**config.mk**
```make
export PLATFORM = sky130hd
export DESIGN_NAME = data_memory_flat
export DESIGN_NICKNAME = d
export VERILOG_FILES = /design/src/rtl/data_memory_if.sv /design/src/rtl/data_memory.sv /design/src/flat_wrapper.sv
export SDC_FILE = /design/constraint.sdc
export NUM_CORES = 2
export LEC_CHECK = 0
export ABC_AREA = 1
export ABC_CLOCK_PERIOD_IN_PS = 3000
export BUFFER_PORTS_ARGS = -buffer_cell sky130_fd_sc_hd__buf_2
export CAP_MARGIN = 20
export CORE_UTILIZATION = 50
export DETAILED_ROUTE_END_ITERATION = 7
export PLACE_DENSITY = 0.73
export SYNTH_ARGS = -nofsm -noshare
export SYNTH_HDL_FRONTEND = slang
export SYNTH_SLANG_ARGS = --single-unit
```
**constraint.sdc**
```tcl
create_clock -name CLK -period 3 [get_ports CLK]
set_input_delay 0.3 -clock CLK [delete_from_list [all_inputs] [get_ports CLK]]
set_output_delay 0.3 -clock CLK [all_outputs]
set_load 0.01 [all_outputs]
```
**src/rtl/data_memory_if.sv**
```systemverilog
// Load/store bus between the datapath and data_memory.
// The CPU (master) holds READ/WRITE until BUSYWAIT falls.
interface data_memory_if #(
  parameter int unsigned ADDR_WIDTH = 8,
  parameter int unsigned DATA_WIDTH = 8
);
  logic                  READ;
  logic                  WRITE;
  logic [ADDR_WIDTH-1:0] ADDRESS;
  logic [DATA_WIDTH-1:0] WRITEDATA;
  logic [DATA_WIDTH-1:0] READDATA;
  logic                  BUSYWAIT;

  modport master (
    output READ, WRITE, ADDRESS, WRITEDATA,
    input  READDATA, BUSYWAIT
  );

  modport slave (
    input  READ, WRITE, ADDRESS, WRITEDATA,
    output READDATA, BUSYWAIT
  );
endinterface

```
**src/rtl/data_memory.sv**
```systemverilog
// Data memory responder with fixed access latency.
// Stalls the CPU through BUSY, then acknowledges for exactly one cycle.
module data_memory #(
  parameter int unsigned ADDR_WIDTH = 8,
  parameter int unsigned DATA_WIDTH = 8,
  parameter int unsigned LATENCY    = 5
) (
  input  logic         CLK,
  input  logic         RESET,
  data_memory_if.slave bus
);
  localparam int unsigned DEPTH     = 1 << ADDR_WIDTH;
  localparam int unsigned CNT_WIDTH = (LATENCY > 1) ? $clog2(LATENCY) : 1;

  generate
    if (LATENCY == 0) begin : g_latency_check
      $error("data_memory: LATENCY must be >= 1");
    end
  endgenerate

  typedef enum logic [1:0] {
    IDLE = 2'd0,
    BUSY = 2'd1,
    ACK  = 2'd2
  } state_t;

  state_t                state;
  state_t                state_next;
  logic [CNT_WIDTH-1:0]  counter;
  logic                  op_write;
  logic [ADDR_WIDTH-1:0] addr_q;
  logic [DATA_WIDTH-1:0] data_q;
  logic [DATA_WIDTH-1:0] read_data;
  logic [DATA_WIDTH-1:0] mem [DEPTH];
  logic                  req;
  logic                  done;

  // Simultaneous READ and WRITE is not a request.
  assign req  = bus.READ ^ bus.WRITE;
  assign done = (state == BUSY) && (counter == '0);

  assign bus.READDATA = read_data;

  always_ff @(posedge CLK) begin
    if (RESET) begin
      state <= IDLE;
    end else begin
      state <= state_next;
    end
  end

  always_comb begin
    state_next = state;
    case (state)
      IDLE:    if (req) state_next = BUSY;
      BUSY:    if (done) state_next = ACK;
      ACK:     state_next = IDLE;
      default: state_next = IDLE;
    endcase
  end

  // BUSYWAIT is combinational in IDLE so the CPU stalls in the request cycle.
  always_comb begin
    bus.BUSYWAIT = 1'b0;
    case (state)
      IDLE:    bus.BUSYWAIT = req;
      BUSY:    bus.BUSYWAIT = 1'b1;
      default: bus.BUSYWAIT = 1'b0;
    endcase
  end

  always_ff @(posedge CLK) begin
    if (RESET) begin
      counter   <= '0;
      op_write  <= 1'b0;
      addr_q    <= '0;
      data_q    <= '0;
      read_data <= '0;
      for (int unsigned i = 0; i < DEPTH; i++) begin
        mem[ADDR_WIDTH'(i)] <= '0;
      end
    end else begin
      if (state == IDLE && req) begin
        addr_q   <= bus.ADDRESS;
        data_q   <= bus.WRITEDATA;
        op_write <= bus.WRITE;
        counter  <= CNT_WIDTH'(LATENCY - 1);
      end
      // Only latched request fields are used once the access is in flight.
      if (state == BUSY) begin
        if (counter != '0) begin
          counter <= counter - CNT_WIDTH'(1);
        end else if (op_write) begin
          mem[addr_q] <= data_q;
        end else begin
          read_data <= mem[addr_q];
        end
      end
    end
  end
endmodule
```
**src/flat_wrapper.sv**
```systemverilog
// flat-port wrapper written by rule: the top's interface ports become plain ports
module data_memory_flat 
#(
  parameter int unsigned ADDR_WIDTH = 8,
  parameter int unsigned DATA_WIDTH = 8,
  parameter int unsigned LATENCY    = 5
)
  (CLK, RESET, bus_READ, bus_WRITE, bus_ADDRESS, bus_WRITEDATA, bus_READDATA, bus_BUSYWAIT);
  data_memory_if #(.ADDR_WIDTH(ADDR_WIDTH), .DATA_WIDTH(DATA_WIDTH)) bus_i ();
  input  logic CLK;
  input  logic RESET;
  input wire logic [$bits(bus_i.READ)-1:0] bus_READ;
  input wire logic [$bits(bus_i.WRITE)-1:0] bus_WRITE;
  input wire logic [$bits(bus_i.ADDRESS)-1:0] bus_ADDRESS;
  input wire logic [$bits(bus_i.WRITEDATA)-1:0] bus_WRITEDATA;
  output wire logic [$bits(bus_i.READDATA)-1:0] bus_READDATA;
  output wire logic [$bits(bus_i.BUSYWAIT)-1:0] bus_BUSYWAIT;
  assign bus_i.READ = bus_READ;
  assign bus_i.WRITE = bus_WRITE;
  assign bus_i.ADDRESS = bus_ADDRESS;
  assign bus_i.WRITEDATA = bus_WRITEDATA;
  assign bus_READDATA = bus_i.READDATA;
  assign bus_BUSYWAIT = bus_i.BUSYWAIT;
  data_memory #(.ADDR_WIDTH(ADDR_WIDTH), .DATA_WIDTH(DATA_WIDTH), .LATENCY(LATENCY)) u_core (.CLK(CLK), .RESET(RESET), .bus(bus_i));
endmodule
```
==> summary.txt <==
Floorplan
  – Die extent in y: 436 um
  – Total core area: 186000 um2
  – Die Area: 190000 um2
  – Initial core utilization: 50.6%
  – Top Ports: 29
  – Die width: 436 um
  – Row count: 158

STA
  – Setup TNS: 0 ns
  – Hold slack final: 0.0670 ns
  – Final Critical Period: 2.94 ns
  – Fin. max-slew vios: 0
  – Slew HR: 37.0%
  – Final hold vios: 0
  – Max Clock Freq: 340 MHz
  – Clock Skews: 0.0514 ns
  – Setup Viol. Count Final: 0
  – Fin crit share: 98.1%
  – Worst Tran Pin Value: 0.935 ns

Clocking
  – CTS sink cnt: 2078
  – Cts bufs inserted: 203
  – H-Tree Depth: 4
  – Worst-Skew Late Latency: 0.88 ns
  – Root Buffer: clkbuf_16
  – Clock Path Buffers: 3
  – Clock tree from TritonCTS: yes
  – Clock Pin Slew Worst Setup and Hold Paths: 0.06 ns

Drt
  – 1st-iter DRT viols: 9722
  – Vias per std cell: 5.69
  – Drt total wl: 285000 um
  – Total number of vias: 73094
  – 1st-pass router iterations: 8
  – Drt wl/cell: 22.2 um
  – Post-route DRC: 1
  – Antenna Violating Nets Remaining: 0

Pwr
  – Internal power: 49.2 mW
  – P_leak: 42.4 nW
  – Clock share of power: 37.6%
  – Peak supply drop: 521 uV
  – Combinational share of power: 13.7%
  – Tot Pwr: 68.0 mW
  – Flop pwr share: 48.7%
  – Sw frac: 27.7%
  – Sw Pwr: 18.8 mW
  – Power per cell area: 642 nW/um2

Critical path
  – Crit Path Max Fanout: 15
  – Worst endpoint required time: 3.49 ns
  – Crit start category: flip-flop
  – Critical path class: reg2reg
  – R2R depth: 6
  – Reg-to-reg slack, setup: 0.06 ns
  – Worst flop-to-flop path endpoint: u_core.mem[20][3]
  – RR Startpoint: u_core.addr_q[0]
  – Critical Path AT: 3.43 ns
  – Crit. End Element: flip-flop

Finish
  – Most common cell after layout, fill and taps aside: nand2_1
  – Most frequent cells in the layout: 4414 x nand2_1, 2371 x nor2_1, 2048 x edfxtp_1
  – Layout area overhead: 12.4%
  – Final core occ: 56.9%
  – Filler instances: 15755
  – Layout cell share with drive strength beyond 1: 8.35%
  – Nets: 10211

Yosys
  – Netlist Area Pre-Place: 94200 um2
  – Mapped Avg Cell Area: 9.21 um2
  – Yosys warnings: 0
  – FF+latch count, synth: 2078
  – Syn nets: 10251
  – Number of distinct library cells after synthesis: 29
  – Syn Inst Count: 10229
  – Register area share after synthesis: 65.9%

Run status
  – Status: finished, violations left
  – Failing checks: design-rule violations

Place
  – PortBufs: 28
  – DPL Wire Length: 179000 um
  – GPL Wtd Cong: 0.954

Worst hold path
  – Hold_sp: bus_ADDRESS[1]
  – HP Class: in2reg
  – Worst hold endpoint: u_core.addr_q[1]
  – Hold Path Depth: 3

GRT
  – Initial antenna violation count: 5
  – All-Layer GR Usage: 29.5%
  – Largest net degree at the start of global routing: 109
  – Global-route wire length before repair: 423000 um
  – Vias in the first global route: 70209
  – GRT overflow: 0

Run
  – Max-cap viol count: 0
-- worst max-delay path by stage --
| stage | startpoint | end | slack [ns] | cells past startpoint |
|---|---|---|---|---|
| 2_1_floorplan | u_core.counter[0] | u_core.mem[18][0] | 0.72 | 11 |
| 3_3_place_gp | u_core.addr_q[0] | u_core.bus.READDATA[6] | -0.003 | 16 |
| 3_5_place_dp | u_core.addr_q[0] | u_core.bus.READDATA[6] | 0.02 | 15 |
| 4_1_cts | u_core.addr_q[0] | u_core.bus.READDATA[6] | 0.001 | 15 |
| 5_1_grt | u_core.addr_q[0] | u_core.bus.READDATA[7] | -0.001 | 18 |
| 6_report | u_core.addr_q[0] | u_core.mem[20][3] | 0.06 | 6 |
-- power groups by stage --
stage                     sequential [mW]  combinational (mW)  clock (mW)
final                                33.1                9.33        25.5
after global routing                 33.2                9.85        26.7
after CTS                            33.1                9.09        25.5
after detailed placement             33.7                9.03           0
after global placement               33.7                8.98           0
after floorplan                      33.6                5.11           0
-- worst max-delay path, stage by stage (launching register included) --
cell and delay (ns):
dfxtp_4 0.40, nor2_4 0.63, inv_2 0.24, nor3_4 0.33
buf_12 0.23, nand2_1 0.27, nand2_1 0.44
-- kinds of logic (layout without fill, tap and decap cells) --
| group | Yosys count | after routing | synth area share [%] |
|---|---|---|---|
| AO/OA/AOI/OAI | 270 | 270 | 1.45 |
| flip-flops | 2078 | 2078 | 65.9 |
| buffers and inverters | 693 | 825 | 3.09 |
| adder cells (fa/ha/maj) | 2 | 2 | 0.0265 |
| AND/OR/NAND/NOR | 7185 | 7185 | 29.5 |
| other | 0 | 3 | 0 |
| XOR/XNOR | 1 | 1 | 0.00930 |
-- per-stage QoR --
stage | std cells | setup WS [ns] | area (um2)
after floorplan | 10229 | 0.723 | 94200
after global placement | 12444 | -0.00342 | 99100
after detailed placement | 12444 | 0.0173 | 99100
after CTS | 12838 | 0.00123 | 106000
after global routing | 12841 | -0.00129 | 106000
final | 12844 | 0.0563 | 106000
-- sequential cells by signal (all words and copies together) (netlist names) --
| signal | cells |
|---|---|
| u_core.state | 2 |
| u_core.mem | 2048 |
| u_core.op_write | 1 |
| u_core.counter | 3 |
| u_core.data_q | 8 |
| u_core.bus.READDATA | 8 |
| u_core.addr_q | 8 |
-- metal layers --
layer	global-route usage, %	wire length (um)	up-vias
met5	0	13	-
met1	37.6	102000	34751
met3	5.81	33200	820
met4	15.3	15900	2
li1	-	-	33014
met2	47.8	134000	4507
-- cell type report --
cell class	count	area [um2]	share of cell area, %
clock inverters	118	1160	1.10
inverters	44	267	0.252
well taps	2480	3100	2.93
diodes	3	7.51	0.00709
clock buffers	259	5380	5.07
repair buffers	404	4550	4.29
multi-input cells	7458	29400	27.7
flip-flops and latches	2078	62100	58.6
-- Yosys cell counts --
library cell | instances | share of area, %
clkbuf_1 | 398 | 1.6
buf_1 | 40 | 0.16
nor3_1 | 1 | 0.0053
nor2_4 | 7 | 0.084
nor2_2 | 16 | 0.11
o21a_1 | 3 | 0.024
nand2_2 | 116 | 0.77
nand2_1 | 4421 | 18
dfxtp_1 | 30 | 0.64
nor3_2 | 5 | 0.053
buf_4 | 16 | 0.13
o21ai_0 | 135 | 0.72
ha_1 | 2 | 0.027
xnor2_1 | 1 | 0.0093
a211o_1 | 1 | 0.0093
or2_2 | 1 | 0.0066
clkinv_1 | 8 | 0.032
nor2_1 | 2379 | 9.5
buf_2 | 194 | 1.0
inv_1 | 18 | 0.072
buf_6 | 1 | 0.012
edfxtp_1 | 2048 | 65
o21ai_1 | 5 | 0.027
a221oi_1 | 1 | 0.0093
a21oi_1 | 125 | 0.66
nand3_1 | 130 | 0.69
inv_2 | 18 | 0.072
nand4_1 | 108 | 0.72
nand2_4 | 1 | 0.012
-- timing repair --
item,4_1_cts,5_1_grt
setup endpoints to repair,0,86
setup buffers,0,3
resized for setup,0,15
endpoints found under the hold margin,18,0
hold buffers,17,0
Note: power is estimated with default switching activity, not from simulation.
